### src/rtl/serial_input_receiver.sv
// Serial-to-parallel front end: deserialises framed MSB-first left/right streams,
// paces the word-ready handshake and tracks per-channel zero-word runs.
module serial_input_receiver #(
  parameter int WORD_W      = 16,
  parameter int ZERO_THRESH = 800,
  parameter int RDY_CYCLES  = 8
) (
  input  logic              Dclk,
  input  logic              Clear,
  input  logic              Frame,
  input  logic              InputL,
  input  logic              InputR,
  input  logic              InReady,
  input  logic              zero_det_en,
  output logic [WORD_W-1:0] data_L,
  output logic [WORD_W-1:0] data_R,
  output logic              input_rdy_flag,
  output logic              zero_flag_L,
  output logic              zero_flag_R,
  output logic              frame_err
);

  localparam int BC_W = $clog2(WORD_W);
  localparam int ZC_W = $clog2(ZERO_THRESH + 1);
  localparam int RC_W = $clog2(RDY_CYCLES);

  localparam logic [0:0]      S_IDLE   = 1'b0;
  localparam logic [0:0]      S_SHIFT  = 1'b1;
  localparam logic [BC_W-1:0] LAST_BIT = BC_W'(WORD_W - 1);
  localparam logic [ZC_W-1:0] ZTH      = ZC_W'(ZERO_THRESH);
  localparam logic [RC_W-1:0] RDY_LOAD = RC_W'(RDY_CYCLES - 1);

  logic [0:0]        r_state;
  logic [BC_W-1:0]   r_bitcnt;
  logic [WORD_W-2:0] r_shl;
  logic [WORD_W-2:0] r_shr;
  logic [ZC_W-1:0]   r_zcnt_l;
  logic [ZC_W-1:0]   r_zcnt_r;
  logic [RC_W-1:0]   r_rdycnt;

  logic [WORD_W-1:0] w_word_l;
  logic [WORD_W-1:0] w_word_r;
  logic              w_done;
  logic              w_ferr;
  logic [ZC_W-1:0]   w_zinc_l;
  logic [ZC_W-1:0]   w_zinc_r;

  function automatic logic [ZC_W-1:0] sat_inc(input logic [ZC_W-1:0] v);
    return (v >= ZTH) ? ZTH : v + ZC_W'(1);
  endfunction

  // The incoming bit is appended so the full word is visible on the completion edge.
  assign w_word_l = {r_shl, InputL};
  assign w_word_r = {r_shr, InputR};
  assign w_ferr   = (r_state == S_SHIFT) && Frame;
  assign w_done   = (r_state == S_SHIFT) && !Frame && (r_bitcnt == LAST_BIT);
  assign w_zinc_l = sat_inc(r_zcnt_l);
  assign w_zinc_r = sat_inc(r_zcnt_r);

  always_ff @(posedge Dclk) begin
    if (Clear) begin
      r_state        <= S_IDLE;
      r_bitcnt       <= '0;
      r_shl          <= '0;
      r_shr          <= '0;
      data_L         <= '0;
      data_R         <= '0;
      frame_err      <= 1'b0;
    end else begin
      frame_err <= w_ferr;
      case (r_state)
        S_IDLE: begin
          if (Frame && InReady) begin
            r_shl    <= (WORD_W-1)'(InputL);
            r_shr    <= (WORD_W-1)'(InputR);
            r_bitcnt <= BC_W'(1);
            r_state  <= S_SHIFT;
          end
        end
        default: begin
          if (Frame) begin
            // Resynchronise on the new frame; partial word is dropped.
            r_shl    <= (WORD_W-1)'(InputL);
            r_shr    <= (WORD_W-1)'(InputR);
            r_bitcnt <= InReady ? BC_W'(1) : '0;
            r_state  <= InReady ? S_SHIFT : S_IDLE;
          end else if (w_done) begin
            data_L   <= w_word_l;
            data_R   <= w_word_r;
            r_bitcnt <= '0;
            r_state  <= S_IDLE;
          end else begin
            r_shl    <= w_word_l[WORD_W-2:0];
            r_shr    <= w_word_r[WORD_W-2:0];
            r_bitcnt <= r_bitcnt + BC_W'(1);
          end
        end
      endcase
    end
  end

  // Ready pulse has a fixed width independent of framing activity.
  always_ff @(posedge Dclk) begin
    if (Clear) begin
      r_rdycnt       <= '0;
      input_rdy_flag <= 1'b0;
    end else if (w_done) begin
      r_rdycnt       <= RDY_LOAD;
      input_rdy_flag <= 1'b1;
    end else if (r_rdycnt != '0) begin
      r_rdycnt       <= r_rdycnt - RC_W'(1);
    end else begin
      input_rdy_flag <= 1'b0;
    end
  end

  always_ff @(posedge Dclk) begin
    if (Clear || !zero_det_en) begin
      r_zcnt_l    <= '0;
      r_zcnt_r    <= '0;
      zero_flag_L <= 1'b0;
      zero_flag_R <= 1'b0;
    end else if (w_done) begin
      r_zcnt_l    <= (w_word_l == '0) ? w_zinc_l : '0;
      zero_flag_L <= (w_word_l == '0) && (w_zinc_l == ZTH);
      r_zcnt_r    <= (w_word_r == '0) ? w_zinc_r : '0;
      zero_flag_R <= (w_word_r == '0) && (w_zinc_r == ZTH);
    end
  end

endmodule

### config.mk
export PLATFORM = sky130hd
export DESIGN_NAME = serial_input_receiver
export DESIGN_NICKNAME = d
export VERILOG_FILES = /design/src/rtl/serial_input_receiver.sv
export SDC_FILE = /design/constraint.sdc
export NUM_CORES = 1
export LEC_CHECK = 0
export ABC_AREA = 1
export ABC_CLOCK_PERIOD_IN_PS = 3850
export CAP_MARGIN = 20
export CORE_ASPECT_RATIO = 0.7
export CORE_MARGIN = 2
export CORE_UTILIZATION = 28
export CTS_CLUSTER_DIAMETER = 50
export CTS_CLUSTER_SIZE = 16
export DETAILED_ROUTE_END_ITERATION = 10
export PLACE_DENSITY = 0.47
export SYNTH_ARGS = -nofsm -noshare
export SYNTH_HDL_FRONTEND = slang
export SYNTH_SLANG_ARGS = --single-unit
### constraint.sdc
create_clock -name Dclk -period 3.85 [get_ports Dclk]
set_input_delay 0.5775 -clock Dclk [delete_from_list [all_inputs] [get_ports Dclk]]
set_output_delay 0.5775 -clock Dclk [all_outputs]
set_load 0.01 [all_outputs]
### Word level (Yosys, flattened, before mapping)

Cells that the tools add are included.

* flip-flop bits (word level): 94
* bits in latches: 0
* bits in writable memories: 0
* memory bits (read-only): 0
* input port bits: 7
* output and inout port bits: 36
* logic and storage cells: 67
* memories: 0

* add/sub/neg operators: 4
* multiply operators: 0
* div/mod/pow operators: 0
* $lt $le $gt $ge: 2
* equality and inequality tests: 5
* shift-type cells: 0
* mux-type cells: 26
* bitwise operators: 1
* reductions and logical operators: 16

Operator list (number)
* two-way mux 15 bit: 8
* two-way mux 10 bit: 4
* logical NOT 16 bit: 2
* adder 10 x 1 -> 10 bit, second input constant: 2
* == test 10 bit, second input constant: 2
* >= comparator 10 bit, second input constant: 2
* two-way mux 4 bit: 4
* two-way mux 1 bit: 8
* logical AND 1 bit: 6
* two-way mux 3 bit: 2
* adder 4 x 1 -> 4 bit, second input constant: 1
* == test 4 bit, second input constant: 1
* nonzero test 2 bit: 2
* inequality test 3 bit, second input constant: 1
* AND reduction 3 bit: 1
* nonzero test 3 bit: 1
* subtractor 3 x 1 -> 3 bit, second input constant: 1
* logical NOT 1 bit: 2
* inequality test 2 bit, second input constant: 1
* AND reduction 2 bit: 1
* logical OR 1 bit: 1
* NOT 1 bit: 1

### Logic depth before layout (Yosys ltp)

* word-level depth: 6
* depth in mapped cells: 11
* depth with buffers taken out: 11

### Least setup slack after synthesis

OpenSTA, ideal clock, no wires.

* kind: input-to-reg
* start point: in Frame
* end point: reg zero_flag_R
* setup time: 67 ps
* arrival: 1421 ps
* required time: 3783 ps
* path slack: 2362 ps
* stages on the path: 9
* path buffers: 0
* cell sequence: nor2_2 -> nand2_4 -> clkinv_4 -> nand2_4 -> nor2_8 -> nand2_2 -> nor2_1 -> nand2_1 -> a21oi_2

* cells in the longest elaborated chain, start to end: 3

RTL lines
* from (decl): line 10 `input logic Frame,`
* logical NOT 1 bit: line 56 `assign w_done = (r_state == S_SHIFT) && !Frame && (r_bitcnt == LAST_BIT);`
* logical AND 1 bit (2 in a row): line 56
* to (signal assigned): line 127 `zero_flag_R <= (w_word_r == '0) && (w_zinc_r == ZTH);`
* to (decl): line 19 `output logic zero_flag_R,`

No other way between the ends.
A chain may end at the register's enable or synchronous reset.

### Worst setup path in the final report

* start point: in Frame
* end point: reg r_shl[7]

* cells in the longest elaborated chain, start to end: 5
* elaborated cells between the ends (all ways): 9
* those cells by class: 1 x eq/ne; 2 x mux; 6 x reduce/logical

RTL lines
* logical NOT 1 bit: line 56
* logical AND 1 bit (2 in a row): line 56
* inequality test 3 bit (no source line)
* AND reduction 2 bit (no source line)
* to (signal assigned): line 74 `r_shl <= (WORD_W-1)'(InputL);`
* to (signal assigned): line 83 `r_shl <= (WORD_W-1)'(InputL);`
* to (signal assigned): line 93 `r_shl <= w_word_l[WORD_W-2:0];`
* to (decl): line 35 `logic [WORD_W-2:0] r_shl;`

Several ways; a longest one is shown, not always the timed one.

==> summary.md <==
| Metric | Value |
|---|---|
| Status | `complete, no violations` |
| Total number of cells along the worst setup path | `8` |
| RSZ-0062 raised after global routing | `no` |
| Pre-Repair DR Iteration Count | `4` |
| Lkg Pwr | `0.00186 uW` |
| Quantity of gates resized following cts | `0` |
| Register area share after synthesis | `~45%` |
| Max cap viols | `0` |
| Post-Place Cells | `approximately 800` |
| Ys Warns | `0` |
| TritonCTS Buffers | `9` |
| Power Dens Cells | `374 mW/mm^2` |
| Vias in the first global route | `3421` |
| Gr ovfl total | `0` |
| Post-route DRC | `0` |
| WP buf/inv | `3` |
| Clock tree buffer depth | `2` |
| Count of non-filler cells in the finished layout | `819` |
| GRT Total Usage | `a little over an eighth` |
| Crit path largest cell delay | `0.49 ns` |
| First-pass GRT wire length | `16800 um` |
| Clock Latency Late Sink | `0.33 ns` |
| Rows | `37` |
| H-tree Lvls | `3` |
| Routed wire per std cell | `~12 um` |
| Final ANT Viol Nets | `0` |
| Core region area | `0.0147 mm^2` |
| Initial DRC count | `220` |
| Slew headroom | `~45%` |
| Hold Slack | `0.438 ns` |
| Synthesized flop and latch total | `94` |
| Initial antenna violation count | `0` |
| Via-to-Cell Ratio | `4.49` |
| Die Wd | `about 150 um` |
| Max stage delay cell, worst path | `nor2_2` |
| Crit Path Class | `input pin to flop` |
| Die area | `about 0.016 mm^2` |
| Vias | `3681` |
| Post-CTS Setup Repair Bufs | `0` |
| Crit path DAT | `2.77 ns` |
| Clk_skew | `0.00594 ns` |
| Slew Viols, Final | `0` |
| Largest net degree at the start of global routing | `41` |
| Final core occ | `34.4%` |
| Slew at the pin closest to its max-slew limit | `between 0.8 and 0.9 ns` |
| Final WL | `10100 um` |
| Post-DP HPWL | `6960 um` |
| Final worst path period share | `65.6%` |
| Netlist cell types | `28` |
| CTS Sinks | `94` |
| Gpl congestion | `between 0.7 and 0.8` |
| CP Capture Type | `flop` |
| IO buf count | `between 40 and 50` |
| N_diodes | `0` |
| VDD IR-drop max | `183 uV` |
| R2R depth | `8` |
| Clock slew at reported path FFs | `~0.060 ns` |
| Ports | `between 40 and 50` |
| CP top delay family | `buffers and inverters` |
| Area growth from synthesis to layout | `19.9%` |
| CTS tree | `built` |
| Syn_nets | `roughly 610` |
| Final min period | `2.53 ns` |
| Final setup violation count | `0` |
| Clock root buffer | `clkbuf_16` |
| Post-synthesis cell count | `591` |
| Critical Path RT | `4.09 ns` |
| Avg Cell Area, Syn | `7.12 um^2` |
| Critical path, cell by cell | `clkdlybuf4s50_1 > nor2_2 > nand2_4 > clkinv_4 > nor2_8 > inv_2 > a21oi_1 > a211oi_1` |
| Max Clk Rate | `396 MHz` |
| Min-Delay Path Class | `flop to flop` |
| Ratio of cells with drive above 1 in the final layout | `under 10%` |
| Initial core utilization | `28.7%` |
| CP max FO | `31` |
| Fin nets | `approximately 640` |
| Post-synthesis cell area | `0.00421 mm^2` |
| Fin Setup TNS | `0 ns` |
| Hold bufs inserted after CTS | `0` |
| Final hold violations | `0` |
| Critical path launch point type | `input pin` |
| Worst Hold Path Cells | `2` |
| Die extent in y | `107 um` |
==> flip-flops by register name, summed over array words and instances (netlist names) <==
| name | flops |
|---|---|
| r_shl | 15 |
| zero_flag_R | 1 |
| r_state | 1 |
| data_L | 16 |
| frame_err | 1 |
| input_rdy_flag | 1 |
| r_rdycnt | 3 |
| zero_flag_L | 1 |
| r_shr | 15 |
| r_zcnt_r | 10 |
| data_R | 16 |
| r_zcnt_l | 10 |
| r_bitcnt | 4 |
==> metrics by stage <==
| stage | power, uW | instance area (um^2) | setup WS, ns |
|---|---|---|---|
| 6_report | 1890 | 5040 | 1.32 |
| 5_1_grt | 1970 | 5040 | 1.08 |
| 4_1_cts | 1920 | 5040 | 1.33 |
| 3_5_place_dp | 1080 | 4770 | 0.990 |
| 3_3_place_gp | 1080 | 4770 | 1.09 |
| 2_1_floorplan | 1060 | 4210 | 2.36 |
==> where the power goes <==
group / leakage (uW) / switching (uW) / internal, uW
registers: 0.000758 / 4.82 / 979
logic: 0.000967 / 50.9 / 21.1
clock network: 0.000138 / 349 / 483
==> cell usage in the layout (no fill, tap or decap), drive strengths merged <==
| cell type | count |
|---|---|
| nand4 | 8 |
| a31oi | 3 |
| ha | 7 |
| inv | 54 |
| o21a | 1 |
| buf | 5 |
| or2 | 1 |
| o21ai | 39 |
| a21oi | 68 |
| dfxtp | 94 |
| nand2 | 148 |
| clkbuf | 13 |
| nand3 | 33 |
| clkdlybuf4s50 | 42 |
| nor2 | 90 |
| xnor2 | 3 |
| clkinv | 2 |
| nand3b | 2 |
| nor3 | 4 |
| a211oi | 7 |
==> synthesized netlist by cell type <==
library cell / n / area [um^2]
o21a_1: 1 / 7.51
nand4_1: 8 / 50.1
buf_2: 12 / 60.1
a31oi_1: 3 / 18.8
a21oi_1: 67 / 335
o21ai_0: 39 / 195
a211oi_1: 7 / 52.6
nand3_1: 33 / 165
nand2_1: 142 / 533
nor2_8: 3 / 60.1
buf_4: 3 / 22.5
a21oi_2: 1 / 8.76
nor2_1: 84 / 315
xnor2_1: 3 / 26.3
nor2_4: 2 / 22.5
nand2_2: 4 / 25.0
inv_2: 2 / 7.51
nand3b_1: 2 / 15.0
or2_2: 1 / 6.26
clkinv_4: 1 / 8.76
nor2_2: 1 / 6.26
ha_1: 7 / 87.6
inv_1: 52 / 195
clkbuf_1: 12 / 45.0
nor3_1: 4 / 20.0
nand2_4: 2 / 22.5
dfxtp_1: 94 / 1880
buf_6: 1 / 11.3
==> worst reg2reg max path: cells and delay by family, from the launching register on <==
family | cells | cell delay [ns]
AOI/OAI and AO/OA | 2 | 0.28
buffers and inverters | 3 | 0.67
DFF | 1 | 0.33
and+or+nand+nor | 3 | 0.79
==> final timing paths <==
path,start,to,slack [ns]
worst max register to register,r_state,r_shl[7],1.69
worst min-delay path,r_state,frame_err,0.44
worst max-delay path,Frame,r_shl[7],1.32
worst min register to register,r_state,frame_err,0.44
==> cell families after synthesis <==
family / Yosys count / synth area share (%)
DFF: 94 / 44.7
buffers and inverters: 83 / 8.33
AOI/OAI and AO/OA: 118 / 14.7
xor gates and xnor gates: 3 / 0.625
adders and majority gates: 7 / 2.08
and+or+nand+nor: 286 / 29.5
==> final cells by class <==
cell class / instances / area, um^2
clock inverters: 1 / 5.00
well taps: 195 / 244
multi-input cells: 414 / 1970
fillers: 1542 / 9630
flip-flops and latches: 94 / 1880
clock buffers: 13 / 270
repair buffers: 47 / 458
inverters: 55 / 211
==> layer usage <==
layer  GRT usage [%]  vias up  routed length [um]
li1                -     1956                   -
met1            19.4     1639                5430
met2            18.4       76                3980
met3            3.86       10                 460
met4            4.04        0                 180
met5               0        -                   0
Power figures use the tool's default switching activity.
